$ cat src/rtl/backend_tx_if.sv
// Stream-master and BRAM read-port bundle for backend_tx.
interface backend_tx_if #(
  parameter int DATA_W = 256,
  parameter int ADDR_W = 6
);
  logic                  bram_enb;
  logic [ADDR_W-1:0]     bram_addrb;
  logic [DATA_W-1:0]     bram_doutb;
  logic [DATA_W-1:0]     m_axis_tdata;
  logic [DATA_W/8-1:0]   m_axis_tkeep;
  logic                  m_axis_tvalid;
  logic                  m_axis_tlast;
  logic                  m_axis_tready;

  modport master (
    output bram_enb, bram_addrb,
    input  bram_doutb,
    output m_axis_tdata, m_axis_tkeep, m_axis_tvalid, m_axis_tlast,
    input  m_axis_tready
  );

  modport slave (
    input  bram_enb, bram_addrb,
    output bram_doutb,
    input  m_axis_tdata, m_axis_tkeep, m_axis_tvalid, m_axis_tlast,
    output m_axis_tready
  );
endinterface

$ cat src/rtl/backend_tx.sv
// Reads a packet buffer from BRAM port B and streams it out as AXI-Stream.
// Optional packet/byte counters are enabled with BACKEND_TX_STATS_EN.
module backend_tx #(
  parameter int DATA_W  = 256,
  parameter int ADDR_W  = 6,
  parameter int RD_LAT  = 2,
  parameter int MAX_LEN = 1514
) (
  input  logic        aclk,
  input  logic        areset,
  input  logic        start,
  input  logic [15:0] length_be,
  output logic        finish,
  output logic        err,
  output logic        busy,
`ifdef BACKEND_TX_STATS_EN
  output logic [31:0] pkt_count,
  output logic [31:0] byte_count,
`endif
  backend_tx_if.master bus
);

  localparam int KEEP_W = DATA_W / 8;
  localparam int REM_W  = $clog2(KEEP_W);
  localparam int DEPTH  = RD_LAT + 2;
  localparam int PTR_W  = $clog2(DEPTH);
  localparam int CNT_W  = $clog2(DEPTH + 1);
  localparam int BEAT_W = ADDR_W + 1;
  localparam logic [15:0] MAX_LEN_W = 16'(MAX_LEN);

  typedef enum logic [1:0] {IDLE, CHECK, STREAM, DONE} state_t;

  state_t              state;
  logic [15:0]         len;
  logic [BEAT_W-1:0]   beats;
  logic [BEAT_W-1:0]   issued;
  logic [BEAT_W-1:0]   popped;
  logic [REM_W-1:0]    rem;
  logic [RD_LAT-1:0]   vld;
  logic [DATA_W-1:0]   mem [DEPTH];
  logic [PTR_W-1:0]    wr_ptr;
  logic [PTR_W-1:0]    rd_ptr;
  logic [CNT_W-1:0]    count;
  logic [CNT_W-1:0]    inflight;
  logic [CNT_W:0]      occupancy;
  logic                issue;
  logic                push;
  logic                pop;
  logic                valid;
  logic                full;
  logic                last_beat;

  function automatic logic [PTR_W-1:0] ptr_inc(input logic [PTR_W-1:0] p);
    return (p == PTR_W'(DEPTH - 1)) ? '0 : p + PTR_W'(1);
  endfunction

  // Reads already in the BRAM pipeline reserve FIFO space, so a read is only
  // issued when its data is guaranteed a slot on return.
  always_comb begin
    inflight = '0;
    for (int i = 0; i < RD_LAT; i++) begin
      inflight = inflight + CNT_W'(vld[i]);
    end
  end

  assign occupancy = {1'b0, inflight} + {1'b0, count};
  assign issue     = (state == STREAM) && (issued < beats) &&
                     (occupancy < (CNT_W + 1)'(DEPTH));
  assign push      = vld[RD_LAT-1];
  assign valid     = (count != '0);
  assign full      = (count == CNT_W'(DEPTH));
  assign pop       = valid && bus.m_axis_tready;
  assign last_beat = (popped == beats - BEAT_W'(1));

  assign bus.bram_enb      = issue;
  assign bus.bram_addrb    = issue ? issued[ADDR_W-1:0] : '0;
  assign bus.m_axis_tvalid = valid;
  assign bus.m_axis_tdata  = valid ? mem[rd_ptr] : '0;
  assign bus.m_axis_tlast  = valid && last_beat;
  assign bus.m_axis_tkeep  = !valid ? '0 :
                             (last_beat && rem != '0) ? ~({KEEP_W{1'b1}} << rem) :
                             {KEEP_W{1'b1}};

  always_ff @(posedge aclk) begin
    if (push) begin
      mem[wr_ptr] <= bus.bram_doutb;
    end
  end

  always_ff @(posedge aclk) begin
    if (areset) begin
      state  <= IDLE;
      len    <= '0;
      beats  <= '0;
      rem    <= '0;
      issued <= '0;
      popped <= '0;
      vld    <= '0;
      wr_ptr <= '0;
      rd_ptr <= '0;
      count  <= '0;
      finish <= 1'b0;
      err    <= 1'b0;
      busy   <= 1'b0;
`ifdef BACKEND_TX_STATS_EN
      pkt_count  <= '0;
      byte_count <= '0;
`endif
    end else begin
      finish <= 1'b0;
      err    <= 1'b0;
      vld[0] <= issue;
      for (int i = 1; i < RD_LAT; i++) begin
        vld[i] <= vld[i-1];
      end
      if (push) wr_ptr <= ptr_inc(wr_ptr);
      if (pop)  rd_ptr <= ptr_inc(rd_ptr);
      count <= count + CNT_W'(push) - CNT_W'(pop);
      if (issue) issued <= issued + BEAT_W'(1);
      if (pop)   popped <= popped + BEAT_W'(1);

      case (state)
        IDLE: begin
          if (start) begin
            len   <= length_be;
            busy  <= 1'b1;
            state <= CHECK;
          end
        end
        CHECK: begin
          if (len == 16'd0 || len > MAX_LEN_W) begin
            finish <= 1'b1;
            err    <= 1'b1;
            busy   <= 1'b0;
            state  <= IDLE;
          end else begin
            beats  <= BEAT_W'((len + 16'd31) >> 5);
            rem    <= len[REM_W-1:0];
            issued <= '0;
            popped <= '0;
            state  <= STREAM;
          end
        end
        STREAM: begin
          if (pop && last_beat) begin
            finish <= 1'b1;
            busy   <= 1'b0;
            state  <= DONE;
          end
        end
        DONE: begin
`ifdef BACKEND_TX_STATS_EN
          pkt_count  <= pkt_count + 32'd1;
          byte_count <= byte_count + 32'(len);
`endif
          state <= IDLE;
        end
        default: state <= IDLE;
      endcase
    end
  end

  fifo_no_overflow:  assert property (@(posedge aclk) disable iff (areset) !(push && full));
  fifo_no_underflow: assert property (@(posedge aclk) disable iff (areset) !(pop && !valid));

endmodule

$ cat src/flat_wrapper.sv
// flat-port wrapper written by rule: the top's interface ports become plain ports
module backend_tx_flat 
#(
  parameter int DATA_W  = 256,
  parameter int ADDR_W  = 6,
  parameter int RD_LAT  = 2,
  parameter int MAX_LEN = 1514
)
  (aclk, areset, start, length_be, finish, err, busy, bus_bram_enb, bus_bram_addrb, bus_bram_doutb, bus_m_axis_tdata, bus_m_axis_tkeep, bus_m_axis_tvalid, bus_m_axis_tlast, bus_m_axis_tready);
  backend_tx_if #(.DATA_W(DATA_W), .ADDR_W(ADDR_W)) bus_i ();
  input  logic aclk;
  input  logic areset;
  input  logic start;
  input  logic [15:0] length_be;
  output logic finish;
  output logic err;
  output logic busy;
  output wire logic [$bits(bus_i.bram_enb)-1:0] bus_bram_enb;
  output wire logic [$bits(bus_i.bram_addrb)-1:0] bus_bram_addrb;
  input wire logic [$bits(bus_i.bram_doutb)-1:0] bus_bram_doutb;
  output wire logic [$bits(bus_i.m_axis_tdata)-1:0] bus_m_axis_tdata;
  output wire logic [$bits(bus_i.m_axis_tkeep)-1:0] bus_m_axis_tkeep;
  output wire logic [$bits(bus_i.m_axis_tvalid)-1:0] bus_m_axis_tvalid;
  output wire logic [$bits(bus_i.m_axis_tlast)-1:0] bus_m_axis_tlast;
  input wire logic [$bits(bus_i.m_axis_tready)-1:0] bus_m_axis_tready;
  assign bus_bram_enb = bus_i.bram_enb;
  assign bus_bram_addrb = bus_i.bram_addrb;
  assign bus_i.bram_doutb = bus_bram_doutb;
  assign bus_m_axis_tdata = bus_i.m_axis_tdata;
  assign bus_m_axis_tkeep = bus_i.m_axis_tkeep;
  assign bus_m_axis_tvalid = bus_i.m_axis_tvalid;
  assign bus_m_axis_tlast = bus_i.m_axis_tlast;
  assign bus_i.m_axis_tready = bus_m_axis_tready;
  backend_tx #(.DATA_W(DATA_W), .ADDR_W(ADDR_W), .RD_LAT(RD_LAT), .MAX_LEN(MAX_LEN)) u_core (.aclk(aclk), .areset(areset), .start(start), .length_be(length_be), .finish(finish), .err(err), .busy(busy), .bus(bus_i));
endmodule
$ cat config.mk
export PLATFORM = sky130hd
export DESIGN_NAME = backend_tx_flat
export DESIGN_NICKNAME = d
export VERILOG_FILES = /design/src/rtl/backend_tx_if.sv /design/src/rtl/backend_tx.sv /design/src/flat_wrapper.sv
export SDC_FILE = /design/constraint.sdc
export NUM_CORES = 1
export LEC_CHECK = 0
export ABC_AREA = 1
export BUFFER_PORTS_ARGS = -buffer_cell sky130_fd_sc_hd__buf_2
export CAP_MARGIN = 10
export CORE_ASPECT_RATIO = 1.1
export CORE_UTILIZATION = 49
export DETAILED_ROUTE_END_ITERATION = 8
export HOLD_SLACK_MARGIN = 0.03
export PLACE_DENSITY = 0.76
export SYNTH_ARGS = -nofsm -noshare
export SYNTH_HDL_FRONTEND = slang
export SYNTH_SLANG_ARGS = --single-unit
$ cat constraint.sdc
create_clock -name aclk -period 8.9 [get_ports aclk]
set_input_delay 2.225 -clock aclk [delete_from_list [all_inputs] [get_ports aclk]]
set_output_delay 2.225 -clock aclk [all_outputs]
set_load 0.02 [all_outputs]
==> out/qor.txt, run 1 <==
status - finished, final reports clean
DRT Wirelength - 102,000 um
FILL cells - 6,674
RePlAce Congestion - 0.893
top cells by area, synth - edfxtp_1, nor2_1, o21ai_0, a21oi_1, dfxtp_1
register area - 31,900 um2
Finish-stage setup viols - 0
worst min path class - flop to flop
met2 usage - 0.388
post-synthesis cell area - 42,700 um2
Tot Pwr - 15.2 mW
Detailed Place HPWL - 56,900 um
Hold Slack - 0.438 ns
WS Path Type - flop to output pin
Syn Inst Count - 3,515
first-pass GRT wire length - 154,000 um
dpl ws - 3.60 ns
Vias - 28,500
area taken by multi-input logic gates - 9590 um2
vias per cell - 5.42
routed length per instance - 19.4 um
worst-margin pin slew - 1.47 ns
post-synth top area share - 0.721
Resized cells post-CTS - 0
crit path cell chain - inv_8 > buf_4 > o21ai_0 > a21oi_1 > buf_2
pwr/cell area - 304 nW/um2
total die area - 88,300 um2
Post-CTS Hold Buffers - 0
die width - 283 um
CTS root buf - clkbuf_16
CP Max Fanout - 156
layout cells sized above 1 - 0.189
DR pass1 iterations - 7
Final WS setup - 2.89 ns
clk sinks - 1,082
Worst setup EP type - output pin
post-synthesis sequential area ratio - 0.748
GRT Max-Usage Layer - met2
syn nets - 3,816
yosys warns - 0
GRT Util Overall - 0.225
leak pwr - 18.0 nW
Seq cells post-synth - 1,082
required time at the worst-slack endpoint - 6.68 ns
Worst Setup Start Kind - flop
post-synth top area cell - edfxtp_1
R2R Path End - u_core.count[2]
Mapped Avg Cell Area - 12.1 um2
clock slew at reported path FFs - 0.06 ns
CP Capture Point - bus_m_axis_tdata[204]
Core Region - 86,200 um2
synthesis-to-finish area growth - 16.9%
initial antenna violation count - 39
number of buffers created by CTS - 105
PortBufs - 575
minimum clock period - 6.01 ns
RSZ-0062 raised after global routing - false
Sum Neg Setup Slack - 0 ns
Starting Density - 0.495
final hold vios - 0
fmax - 0.166 GHz
reg2reg path depth - 13
M1 GR Usage - 0.260
met3 global-route usage - 0.0535
FP Rows - 113
CTS tree - yes
H-tree depth - 3
crit path DAT - 3.79 ns
max-cap check violation count - 0
Distinct cells, synth - 34
Iter 0 DRT Violations - 2,389
io pins - 576
Die Height - 311 um
Critical R2R Launch - u_core.count[1]
largest net degree at the start of global routing - 251
vias in the first global route - 27,500
register-to-register setup slack - 5.93 ns
Post-route DRC - 0
fin nets - 4,306
Max Slew Vio Count - 0
Clock Skew - 0.0323 ns
Max stage delay on crit path - 0.87 ns
post-CTS setup repair buffer count - 0
max_slew headroom - 0.0170
VDD IR max - 0.000282 V
Final Cycle Share - 0.676
remaining global-route overflow - 0
worst-skew pair later-pin latency - 0.68 ns
Crit-path slowest cell - buf_4
Max clock buf depth - 3
Detail Route Antenna Nets - 0
power breakdown:
group,switching (mW),internal (mW),leakage [nW]
combinational,3.62,1.40,6.67
clock,1.86,2.49,1.64
sequential,0.127,5.67,9.68
total,5.61,9.56,18.0
worst min path at each step:
stage,depth (start not counted),startpoint,end,slack (ns)
2_1_floorplan,2,u_core.vld[0],u_core.vld[1],0.41
3_3_place_gp,2,u_core.vld[0],u_core.vld[1],0.42
3_5_place_dp,2,u_core.vld[0],u_core.vld[1],0.42
4_1_cts,2,u_core.vld[0],u_core.vld[1],0.44
5_1_grt,2,u_core.vld[0],u_core.vld[1],0.47
6_report,2,u_core.vld[0],u_core.vld[1],0.44
kinds of logic (layout without fill, tap and decap cells):
group | after synthesis | count (layout) | synth area share
AO/OA/AOI/OAI | 874 | 874 | 0.104
XOR/XNOR | 11 | 11 | 0.00226
adder cells (fa/ha/maj) | 25 | 25 | 0.00751
buffers and inverters | 293 | 861 | 0.0274
flip-flops | 1082 | 1082 | 0.748
other | 0 | 25 | 0
AND/OR/NAND/NOR | 1230 | 1230 | 0.111
worst max-delay path, delay by kind of cell, from the launching register on:
kind	cells	cell delay, ns
buffers and inverters	3	1.81
AO/OA/AOI/OAI	2	0.62
flip-flops	1	0.58
flip-flops by register name, summed over array words and instances (netlist names), named ones only:
| name | count |
|---|---|
| u_core.finish | 1 |
| u_core.beats | 7 |
| u_core.mem | 1024 |
| u_core.state | 1 |
| u_core.err | 1 |
| u_core.rd_ptr | 2 |
| u_core.count | 3 |
| u_core.wr_ptr | 2 |
| u_core.len | 16 |
| u_core.vld | 2 |
| u_core.popped | 7 |
| u_core.busy | 1 |
| u_core.issued | 7 |
| u_core.rem | 5 |
cell usage after synthesis (all sizes together):
library cell,count
o21ai,553
a31oi,1
clkbuf,142
o211a,1
nand3,19
o21a,2
nor3,9
fa,1
edfxtp,1024
nand4,7
o31ai,6
nor2,1103
dfxtp,58
inv,82
a211oi,2
a21oi,307
ha,24
o22ai,1
nand2,92
buf,68
a311o,1
xor2,9
xnor2,2
clkinv,1
layer usage:
metal / vias to the layer above / routed length, um
met5: - / 153
met4: 26 / 4230
met3: 222 / 7770
met2: 1108 / 52500
met1: 13700 / 37600
li1: 13400 / -
final cells by class:
class / count / area share
flip-flops and latches: 1082 / 0.640
multi-input cells: 2140 / 0.192
repair buffers: 593 / 0.0627
diodes: 25 / 0.00125
clock buffers: 127 / 0.0550
inverters: 83 / 0.00720
clock inverters: 58 / 0.0128
well taps: 1150 / 0.0288
cells in the final DEF, fill, tap and decap left out, drive strengths merged:
cell and instances:
a311o 1, clkinvlp 3, o22ai 1, o21a 2, a211oi 2, nand4 7
dfxtp 58, o31ai 6, diode 25, nand3 19, nor3 9, o211a 1
xor2 9, a31oi 1, clkinv 44, xnor2 2, o21ai 553, nor2 1103
buf 593, bufinv 10, ha 24, inv 84, nand2 92, clkbuf 127
a21oi 307, fa 1, edfxtp 1024
metrics by stage:
stage | area [um2] | instances | util
after floorplan | 42700 | 3515 | -
after global placement | 46400 | 5048 | 0.538
after detailed placement | 46400 | 5048 | 0.538
after CTS | 49800 | 5233 | 0.578
after global routing | 49900 | 5255 | 0.578
final | 49900 | 5258 | 0.578
Note: power is estimated with default switching activity, not from simulation.
==> inputs of run 2 (changes only) <==
Clock period 8.9 ns to 5.9 ns, I/O delays scaled along.
==> out/qor.txt, run 2 (synthesized netlist as in run 1, its figures left out) <==
status - finished, final reports clean
die width - 283 um
Critical R2R Launch - u_core.count[1]
final core utilization - 0.580
required time at the worst-slack endpoint - 4.43 ns
minimum clock period - 4.89 ns
RSZ-0062 raised after global routing - false
Clock Skew - 0.0498 ns
Core Region - 86,200 um2
post-CTS setup repair buffer count - 0
most frequent cells in the layout - nor2_1, edfxtp_1, buf_2, o21ai_0, a21oi_1
clk sinks - 1,082
worst min path class - flop to flop
worst-skew pair later-pin latency - 0.69 ns
io pins - 576
Iter 0 DRT Violations - 2,459
routed length per instance - 19.4 um
FILL cells - 6,672
H-tree depth - 3
total die area - 88,300 um2
Sw Share - 0.372
CTS tree - yes
Worst Setup Start Kind - flop
layout cells sized above 1 - 0.190
Final WS setup - 1.01 ns
PortBufs - 575
Psw - 8.49 mW
RePlAce Congestion - 0.866
Post-route DRC - 0
largest net degree at the start of global routing - 181
Tot Pwr - 22.8 mW
Starting Density - 0.495
Detail Route Antenna Nets - 0
initial antenna violation count - 40
Finish-stage setup viols - 0
Sum Neg Setup Slack - 0 ns
WS Path Type - flop to output pin
dpl ws - 1.78 ns
fmax - 0.205 GHz
fin nets - 4,315
max reg flops - 1,024
Final Cell Area - 50,000 um2
crit path DAT - 3.41 ns
number of buffers created by CTS - 104
Max clock buf depth - 3
remaining global-route overflow - 0
synthesis-to-finish area growth - 17.2%
DRT Wirelength - 103,000 um
worst-margin pin slew - 1.15 ns
Post-CTS Hold Buffers - 0
FP Rows - 113
CP Max Fanout - 176
final hold vios - 0
biggest regs - u_core.mem (1024), u_core.len (16)
max_slew headroom - 0.236
Top reg by flops - u_core.mem
CTS root buf - clkbuf_16
clock slew at reported path FFs - 0.06 ns
Clock Power Share - 0.283
Detailed Place HPWL - 58,200 um
Worst setup EP type - output pin
Final Cycle Share - 0.828
commonest non-fill, non-tap cell in the layout - nor2_1
leak pwr - 18.0 nW
placed inst area - 46,600 um2
GRT Util Overall - 0.225
Max Slew Vio Count - 0
Comb pwr share - 0.334
VDD IR max - 0.000409 V
Vias - 28,400
Resized cells post-CTS - 0
vias in the first global route - 27,500
first-pass GRT wire length - 154,000 um
sequential share of power - 0.383
max-cap check violation count - 0
pwr/cell area - 457 nW/um2
Die Height - 311 um
P_int - 14.4 mW
vias per cell - 5.38
Worst Hold Launch - u_core.vld[0]
DR pass1 iterations - 5
run 2: changes by cell type in the layout (fill, tap and decap cells not counted), sizes merged:
cell	previous run	this run
clkinv	44	47
bufinv	10	9
clkbuf	127	130
inv	84	81
buf	593	603
clkinvlp	3	10
diode	25	31
run 2: area by class of cell:
type	instances	area, um2	area share
antenna	31	77.6	0.00155
tap	1150	1440	0.0288
sequential	1082	31900	0.638
clock inverter	64	633	0.0127
inverter	83	344	0.00688
multi-input combinational	2140	9590	0.192
clock buffer	130	2700	0.0540
timing repair buffer	603	3290	0.0658
run 2: metal layers:
metal	global-route usage	vias to the layer above	part of all wire
met3	0.0483	221	0.077
li1	-	13400	-
met4	0.120	18	0.042
met2	0.378	1139	0.50
met5	0	-	0.0010
met1	0.271	13700	0.38
run 2: critical path, stage by stage, from the launching register on:
cell,delay [ns]
dfxtp_4,0.59
inv_8,0.73
buf_4,0.61
o21ai_0,0.22
a21oi_1,0.22
buf_2,0.22
run 2: final timing paths:
check,to,slack [ns],cells past startpoint
setup / recovery,bus_m_axis_tdata[140],1.01,5
hold / removal,u_core.vld[1],0.43,2
setup reg to reg,u_core.count[2],2.79,13
hold reg to reg,u_core.vld[1],0.43,2
run 2: stage by stage:
stage / instances / hold slack, ns
final: 5283 / 0.428
after global routing: 5280 / 0.441
after CTS: 5252 / 0.422
after detailed placement: 5058 / 0.423
after global placement: 5058 / 0.432
after floorplan: 3515 / 0.407
run 2: power groups by stage:
stage | sequential (mW) | combinational, mW | clock, mW
floorplan | 8.80 | 5.02 | 0
global placement | 8.91 | 7.48 | 0
detailed placement | 8.92 | 7.58 | 0
CTS | 8.75 | 7.63 | 6.57
global route | 8.77 | 8.26 | 6.86
finish | 8.75 | 7.63 | 6.47
